$ cat src/rtl/cell_sched.sv
// cell_sched: iteration scheduler for a ROWS x COLS grid of cells that share one
// cell datapath. Each iteration issues every cell once (row-major), writes the
// returned results into the bank opposite the one being read, then swaps banks.
// Optional build macro CNN_CONV_STOP_EN: end the run early, with conv=1, when an
// iteration leaves every cell unchanged.
module cell_sched #(
  parameter int WIDTH   = 16,
  parameter int ROWS    = 8,
  parameter int COLS    = 8,
  parameter int MAX_OUT = 4
) (
  input  logic                     clk,
  input  logic                     rst_n,
  input  logic                     start,
  input  logic [15:0]              max_iter,
  output logic                     busy,
  output logic                     done,
  output logic [15:0]              iter_count,
  output logic                     conv,
  output logic                     issue_valid,
  input  logic                     issue_ready,
  output logic [$clog2(ROWS)-1:0]  issue_row,
  output logic [$clog2(COLS)-1:0]  issue_col,
  output logic                     rd_bank,
  input  logic                     res_valid,
  input  logic [WIDTH-1:0]         res_data,
  input  logic [WIDTH-1:0]         res_prev,
  output logic                     wr_en,
  output logic [$clog2(ROWS)-1:0]  wr_row,
  output logic [$clog2(COLS)-1:0]  wr_col,
  output logic [WIDTH-1:0]         wr_data,
  output logic                     wr_bank,
  output logic [2:0]               state_dbg
);

  localparam int RW = $clog2(ROWS);
  localparam int CW = $clog2(COLS);
  localparam int OW = $clog2(MAX_OUT + 1);
  localparam logic [RW-1:0] LAST_ROW = RW'(ROWS - 1);
  localparam logic [CW-1:0] LAST_COL = CW'(COLS - 1);
  localparam logic [OW-1:0] OUT_LIM  = OW'(MAX_OUT);

  // Handshake: a cell transfers on any cycle with issue_valid && issue_ready;
  // while issue_valid is high and issue_ready low, issue_row/issue_col hold.
  // res_valid has no back-pressure: results return in issue order and are
  // accepted whenever at least one operation is outstanding.

  typedef enum logic [2:0] {
    IDLE  = 3'd0,
    ISSUE = 3'd1,
    DRAIN = 3'd2,
    SWAP  = 3'd3,
    FIN   = 3'd4
  } state_t;

  state_t          state, state_nxt;
  logic [15:0]     max_q;
  logic [OW-1:0]   outstanding;
  logic            start_acc, xfer, res_acc, last_cell, stop_now, conv_hit;

  assign start_acc   = (state == IDLE) && start;
  assign issue_valid = (state == ISSUE) && (outstanding < OUT_LIM);
  assign xfer        = issue_valid && issue_ready;
  assign res_acc     = res_valid && (outstanding != '0);
  assign last_cell   = (issue_row == LAST_ROW) && (issue_col == LAST_COL);
  assign stop_now    = ((iter_count + 16'd1) == max_q) || conv_hit;
  assign busy        = (state != IDLE);
  assign done        = (state == FIN);
  assign state_dbg   = state;

  // State register.
  always_ff @(posedge clk or negedge rst_n) begin
    if (!rst_n) state <= IDLE;
    else        state <= state_nxt;
  end

  // Next-state logic; DRAIN waits for the last write to leave the pipeline.
  always_comb begin
    state_nxt = state;
    case (state)
      IDLE:    if (start) state_nxt = (max_iter == 16'd0) ? FIN : ISSUE;
      ISSUE:   if (xfer && last_cell) state_nxt = DRAIN;
      DRAIN:   if ((outstanding == '0) && !wr_en) state_nxt = SWAP;
      SWAP:    state_nxt = stop_now ? FIN : ISSUE;
      FIN:     state_nxt = IDLE;
      default: state_nxt = IDLE;
    endcase
  end

  // Issue pointer: row-major walk, rewound at start and at every bank swap.
  always_ff @(posedge clk or negedge rst_n) begin
    if (!rst_n) begin
      issue_row <= '0;
      issue_col <= '0;
    end else if (start_acc || (state == SWAP)) begin
      issue_row <= '0;
      issue_col <= '0;
    end else if (xfer) begin
      if (issue_col == LAST_COL) begin
        issue_col <= '0;
        issue_row <= (issue_row == LAST_ROW) ? '0 : issue_row + 1'b1;
      end else begin
        issue_col <= issue_col + 1'b1;
      end
    end
  end

  // Outstanding operations: a transfer and a result in one cycle cancel out.
  always_ff @(posedge clk or negedge rst_n) begin
    if (!rst_n) begin
      outstanding <= '0;
    end else begin
      case ({xfer, res_acc})
        2'b10:   outstanding <= outstanding + 1'b1;
        2'b01:   outstanding <= outstanding - 1'b1;
        default: outstanding <= outstanding;
      endcase
    end
  end

  // Write stage: an accepted result is written one cycle later into the other bank.
  always_ff @(posedge clk or negedge rst_n) begin
    if (!rst_n) begin
      wr_en   <= 1'b0;
      wr_data <= '0;
      wr_bank <= 1'b0;
    end else begin
      wr_en <= res_acc;
      if (res_acc) begin
        wr_data <= res_data;
        wr_bank <= ~rd_bank;
      end
    end
  end

  // Write pointer: results come back in issue order, so it walks row-major too.
  always_ff @(posedge clk or negedge rst_n) begin
    if (!rst_n) begin
      wr_row <= '0;
      wr_col <= '0;
    end else if (start_acc) begin
      wr_row <= '0;
      wr_col <= '0;
    end else if (wr_en) begin
      if (wr_col == LAST_COL) begin
        wr_col <= '0;
        wr_row <= (wr_row == LAST_ROW) ? '0 : wr_row + 1'b1;
      end else begin
        wr_col <= wr_col + 1'b1;
      end
    end
  end

  // Run bookkeeping: limit captured at start, count and bank advanced at SWAP.
  always_ff @(posedge clk or negedge rst_n) begin
    if (!rst_n) begin
      max_q      <= '0;
      iter_count <= '0;
      rd_bank    <= 1'b0;
    end else if (start_acc) begin
      max_q      <= max_iter;
      iter_count <= '0;
    end else if (state == SWAP) begin
      iter_count <= iter_count + 16'd1;
      rd_bank    <= ~rd_bank;
    end
  end

`ifdef CNN_CONV_STOP_EN
  localparam int CHW = $clog2(ROWS * COLS + 1);
  logic [CHW-1:0]   chg_cnt;
  logic [WIDTH-1:0] prev_q;
  logic             conv_q;

  assign conv_hit = (chg_cnt == '0);
  assign conv     = conv_q;

  // Previous value of the cell travels alongside its result into the write stage.
  always_ff @(posedge clk or negedge rst_n) begin
    if (!rst_n)       prev_q <= '0;
    else if (res_acc) prev_q <= res_prev;
  end

  // Count cells whose written value differs from their previous value this iteration.
  always_ff @(posedge clk or negedge rst_n) begin
    if (!rst_n)                               chg_cnt <= '0;
    else if (start_acc || (state == SWAP))    chg_cnt <= '0;
    else if (wr_en && (wr_data != prev_q))    chg_cnt <= chg_cnt + 1'b1;
  end

  // Convergence flag: cleared at start, set when a swap sees an unchanged grid.
  always_ff @(posedge clk or negedge rst_n) begin
    if (!rst_n)                conv_q <= 1'b0;
    else if (start_acc)        conv_q <= 1'b0;
    else if (state == SWAP)    conv_q <= conv_hit;
  end
`else
  logic unused_prev;
  assign unused_prev = ^res_prev;
  assign conv_hit    = 1'b0;
  assign conv        = 1'b0;
`endif

endmodule

$ cat config.mk
export PLATFORM = sky130hd
export DESIGN_NAME = cell_sched
export DESIGN_NICKNAME = d
export VERILOG_FILES = /design/src/rtl/cell_sched.sv
export SDC_FILE = /design/constraint.sdc
export NUM_CORES = 1
export LEC_CHECK = 0
export BUFFER_PORTS_ARGS = -buffer_cell sky130_fd_sc_hd__buf_2
export CORE_MARGIN = 8
export CORE_UTILIZATION = 50
export CTS_BUF_LIST = sky130_fd_sc_hd__clkbuf_8
export DETAILED_ROUTE_END_ITERATION = 10
export PLACE_DENSITY = 0.88
export SLEW_MARGIN = 25
export SYNTH_ARGS = -nofsm -noshare
export SYNTH_HDL_FRONTEND = slang
export SYNTH_SLANG_ARGS = --single-unit
$ cat constraint.sdc
create_clock -name clk -period 3.5 [get_ports clk]
set_input_delay 0.525 -clock clk [delete_from_list [all_inputs] [get_ports clk]]
set_output_delay 0.525 -clock clk [all_outputs]
set_load 0.01 [all_outputs]
==> After elaboration in Yosys (flattened, before gate mapping) <==
Index checks and enable logic that the tools add are counted.
{ "totals": {"regBits": 69, "latchBits": 0, "ram_bits": 0, "mem_bits_ro": 0, "out_inout_bits": 54, "n_memories": 0} }
{ "classes": {"addsub": 7, "multipliers": 0, "div_mod_pow": 0, "magnitude_cmp": 1, "eq_ne": 14, "shift": 0, "muxes": 23, "bitwise_logic": 2, "reduce_logical": 24} }
{ "op_table": {"columns": ["op", "n"], "rows": [
  ["3-bit 2-to-1 mux", 19],
  ["16-bit 2-to-1 mux", 2],
  ["16-bit by 1-bit adder with 16-bit output, second input constant", 1],
  ["16-bit equality test", 1],
  ["16-bit zero test", 1],
  ["3-bit by 1-bit adder with 3-bit output, second input constant", 5],
  ["3-bit equality test, second input constant", 5],
  ["3-bit case mux with 4 select lines", 1],
  ["2-bit nonzero test", 6],
  ["1-bit logical AND", 7],
  ["3-bit by 2-bit equality test with 1-bit output, second input constant", 2],
  ["3-bit zero test", 2],
  ["3-bit case mux with 2 select lines", 1],
  ["2-bit AND reduction", 3],
  ["3-bit nonzero test", 2],
  ["2-bit inequality test, second input constant", 2],
  ["3-bit by 1-bit equality test with 1-bit output, second input constant", 1],
  ["3-bit < comparator, second input constant", 1],
  ["3-bit AND reduction", 1],
  ["3-bit by 1-bit subtractor with 3-bit output, second input constant", 1],
  ["2-bit by 1-bit equality test with 1-bit output, second input constant", 1],
  ["2-bit equality test, second input constant", 1],
  ["2-bit by 1-bit inequality test with 1-bit output, second input constant", 1],
  ["1-bit inverter", 2],
  ["other kinds (2)", 2]
]} }

==> Logic depth before layout (Yosys ltp) <==
{ "logic_depth": {"depth_word": 6, "mapped_depth": 9} }

==> Worst setup path after synthesis <==
No wires, ideal clock.
{ "synth_path": {"kind": "reg-to-reg", "startpoint": "register outstanding[2]", "endpoint": "register outstanding[2]", "setup_ns": 0.125, "arrival_ns": 2.509, "slack_ns": 0.865, "path_stages_with_launch": 10, "n_path_buf": 1, "period_less_slack_ns": 2.635, "cell_sequence": "dfrtp_1 o31ai_1 clkinv_1 clkbuf_1 ha_1 inv_1 fa_1 xor2_1 nor2_1 xor2_1"} }
{ "synth_between": {"elab_cells_between_ends": 11, "classes_between": "add/sub: 2; order compare: 1; eq/ne: 2; mux: 1; reduce/logical: 5"} }
{ "synth_lines": {"columns": ["item", "line_no", "source"], "rows": [
  ["start, declared", "58", "logic [OW-1:0] outstanding;"],
  ["start signal, assigned", "114", "2'b10: outstanding <= outstanding + 1'b1;"],
  ["start signal, assigned", "115", "2'b01: outstanding <= outstanding - 1'b1;"],
  ["start signal, assigned", "116", "default: outstanding <= outstanding;"],
  ["3-bit nonzero test *", "64", "assign res_acc = res_valid && (outstanding != '0);"],
  ["1-bit logical AND *", "64", null],
  ["named net res_acc", "59", "logic start_acc, xfer, res_acc, last_cell, stop_now, conv_hit;"],
  ["2-bit by 1-bit equality test with 1-bit output / 2-bit equality test (equally long branches)", "113", "case ({xfer, res_acc})"],
  ["3-bit case mux with 2 select lines / 2-bit nonzero test (equally long branches)", null, null]
]} }
Mark *: on every way through the listed nets, which the timed path passes. The rest lies on a longest branch.
A chain may end at the register's enable or synchronous reset.

==> Final worst setup path <==
{ "layout_path": {"startpoint": "register iter_count[0]", "endpoint": "register state[2], in the netlist state_dbg[2]"} }
{ "layout_between": {"elab_chain_cells": 4} }
{ "layout_rtl": {"columns": ["item", "line_no", "source"], "rows": [
  ["start, declared", "18", "output logic [15:0] iter_count,"],
  ["start signal, assigned", "164", "iter_count <= iter_count + 16'd1;"],
  ["16-bit by 1-bit adder with 16-bit output", "66", "assign stop_now = ((iter_count + 16'd1) == max_q) || conv_hit;"],
  ["16-bit equality test", "66", null],
  ["3-bit 2-to-1 mux", "84", "SWAP: state_nxt = stop_now ? FIN : ISSUE;"],
  ["3-bit case mux with 4 select lines", "80", "case (state)"],
  ["end signal, assigned", "74", "else state <= state_nxt;"],
  ["end, declared", "56", "state_t state, state_nxt;"]
]} }
No other way between the ends.

==> metrics.md <==
| Metric | Value |
|---|---|
| Worst slew pin tran | 840 ps |
| Synthesized net count | 465 |
| Unique masters post-synth | 50 |
| Fin crit share | 86.2% |
| Post-synth top area share | 47.2% |
| IO Port Bufs | 89 |
| Switch share | 36.5% |
| Status | completed |
| Power share of the clock group | 23.5% |
| Synthesis warning total | 0 |
| Final hold slack | 168 ps |
| Routed WL per cell | 15.6 um |
| Part of the power in combinational logic | 30.2% |
| Fraction of layout cells with a size suffix above 1 | 24.9% |
| Origin of the worst setup path | iter_count[0] |
| Setup crit end kind | register |
| Primary FF master, synth | dfrtp_1 |
| Arr. time, crit path | 3280 ps |
| Rel. slew slack | 43.2% |
| Critical Path Max Stage Delay | 580 ps |
| Die height | 101 um |
| Placeable Area | 7180 sq um |
| RSZ-0062 raised after global routing | false |
| Final Wtd Congestion | 0.920 |
| Critical path required time | 3760 ps |
| H-tree depth | 3 |
| Seq/Total Area, Yosys | 47.2% |
| Clk_lat worst skew | 350 ps |
| Worst Hold Class | primary input to async pin |
| Fmax | 331 MHz |
| Peak VDD IR | 0.249 mV |
| Die Wd | 101 um |
| R2r startpoint | iter_count[0] |
| Crit-path cells | ha_1 > nand3_1 > xnor2_1 > nor4_1 > o311ai_0 > or4_1 > o32ai_2 |
| Clk sinks | 69 |
| Async SR Flop Fraction | 100% |
| Largest net degree at the start of global routing | 47 |
| Crit path kind | register to register |
| FF-to-FF path depth | 7 |
| Setup-failing EPs final | 0 |
| Initial drt markers | 203 |
| Ant diodes | 0 |
| Setup TNS | 0 ps |
| Congestion Overflow GR | 0 |
| NetSw | 896 uW |
| # nets final | 553 |
| Post-Synthesis Cell Area | 3650 sq um |
| First-pass GRT wire length | 15.1 mm |
| DRC | 0 |
| Vias in the first global route | 3179 |
| Crit Path Max Fanout | 11 |
| Reg power frac | 46.4% |
| Reg clk slew, reported paths | 80 ps |
| Cell area power density | 563 nW/um^2 |
| Leakage dissipation | 2.23 nW |
| CTS Hold Bufs | 0 |
| Post-CTS Resized | 0 |
| CP max stage cell | or4_1 |
| Critical Path Source Type | register |
| Final Max Slew Viols | 0 |
| Via count | 3203 |
| Final Power | 2.46 mW |
| Setup Buffers After CTS | 0 |
| Die area | 10300 sq um |
| Layout Area Growth over Synthesis | 19.3% |
| Synth Instances | 401 |
| CTS tree | built |
| DRT Wirelength | 9.25 mm |
| #FFs+latches synth | 69 |
| Initial antenna violation count | 0 |
| Final hold viol count | 0 |
| Dominant cells by area after synthesis | dfrtp_1, nand2_1, xnor2_1, ha_1, o21ai_0 |
| Post-synth EDFFs | 0 |
| Yosys top cell by area | dfrtp_1 |
| Post-DP HPWL | 6.95 mm |
| Syn avg cell area | 9.11 sq um |
| Initial core utilization | 50.9% |
| CTS Root Cell | clkbuf_8 |
| Vias per inst | 5.40 |
| Final ANT Viol Nets | 0 |
| Row cnt | 31 |
| CTS Buffer Depth | 2 |
| Final setup skew | 7.96 ps |
| Int Pwr | 1.56 mW |
| Drt pass-1 iters | 4 |
| Num CTS Buffers | 9 |
| GRT Overall Usage | 18.9% |
| # IOs | 107 |
| Minimum clock period | 3020 ps |
| Max-cap violations | 0 |
==> path summary, 6_finish.rpt <==
path                                 to  slack [ps]
setup / recovery           state_dbg[2]         480
hold / removal               wr_data[7]         170
setup reg to reg           state_dbg[2]         480
hold reg to reg              wr_data[9]         470
max in group asynchronous      max_q[1]        2570
min in group clk            wr_data[13]         360
==> cell usage after synthesis, types with 2 or more instances <==
master,n
nand2_1,111
dfrtp_1,69
nor2_1,25
o21ai_0,20
xnor2_1,19
a21oi_1,17
inv_1,12
nand3_1,12
clkbuf_1,11
ha_1,10
o31ai_1,9
xor2_1,9
mux2i_1,7
nor4_1,7
nor3_1,6
buf_4,5
nand4_1,4
a22o_1,3
and2_1,3
nand3b_1,3
nand4_4,3
nor3b_1,3
and3_1,2
nand2b_1,2
nor2b_1,2
or4_1,2
or4_4,2
==> cell families after synthesis <==
group | synth area share, %
AO/OA/AOI/OAI | 10.6
multiplexers | 1.92
flip-flops | 47.2
other | 0.103
buffers and inverters | 3.63
adder cells (fa/ha/maj) | 3.97
XOR/XNOR | 7.16
AND/OR/NAND/NOR | 25.3
==> cell type report <==
class,instances,area [sq um]
Timing Repair Buffer,94,485
Sequential cell,69,1730
Multi-Input combinational cell,302,1800
Clock buffer,9,124
Tap cell,99,124
Inverter,13,48.8
Clock inverter,7,51.3
Fill cell,623,2820
==> registers in the layout, summed over array words and instances (netlist names) <==
name,cells
wr_row,3
issue_col,3
wr_bank,1
max_q,16
iter_count,16
outstanding,3
rd_bank,1
state_dbg,3
wr_en,1
wr_data,16
issue_row,3
wr_col,3
==> through the flow <==
step | cell area [sq um] | instances | utilization (%) | worst slack, ps
3_5_place_dp | 4180 | 577 | 58.3 | 532
6_report | 4360 | 593 | 60.8 | 483
5_1_grt | 4360 | 593 | 60.8 | 328
4_1_cts | 4360 | 593 | 60.7 | 503
2_1_floorplan | 3650 | 401 | - | 865
3_3_place_gp | 4180 | 577 | 58.3 | 707
==> power groups by stage <==
| stage | clock network, mW | registers [mW] | logic, mW |
|---|---|---|---|
| floorplan | 0 | 1.17 | 0.429 |
| global placement | 0 | 1.14 | 0.704 |
| detailed placement | 0 | 1.15 | 0.748 |
| CTS | 0.590 | 1.14 | 0.752 |
| global route | 0.623 | 1.16 | 0.835 |
| finish | 0.577 | 1.14 | 0.741 |
==> critical path: cells and delay by family (launching register included) <==
family,cells,cell delay [ps]
AND/OR/NAND/NOR,3,1320
AO/OA/AOI/OAI,2,550
flip-flops,1,520
XOR/XNOR,1,280
adder cells (fa/ha/maj),1,270
==> cells in the final DEF (no fill, tap or decap), drive strengths merged, types with 3 or more instances in the layout <==
cell    netlist  routed
dfrtp        69      69
a21oi        17      17
inv          12      13
xnor2        19      19
mux2i         7       7
ha           10      10
nand2       111     111
clkinv        1       5
nand3b        3       3
clkbuf       11       9
buf           6      94
nor3b         3       3
o21ai        20      20
nor4          8       8
nor2         26      26
nor3          7       7
o31ai         9       9
or4           4       4
nand3        12      12
nand4         7       7
and2          3       3
xor2         10      10
a22o          3       3
==> routing by layer <==
metal | wire [um] | GRT usage (%) | up-vias
met3 | 574 | 4.67 | 33
li1 | - | - | 1549
met1 | 3950 | 23.5 | 1494
met5 | 0 | 0 | -
met2 | 4390 | 30.3 | 127
met4 | 335 | 8.71 | 0
No activity file was read; power rests on OpenSTA's default activity.
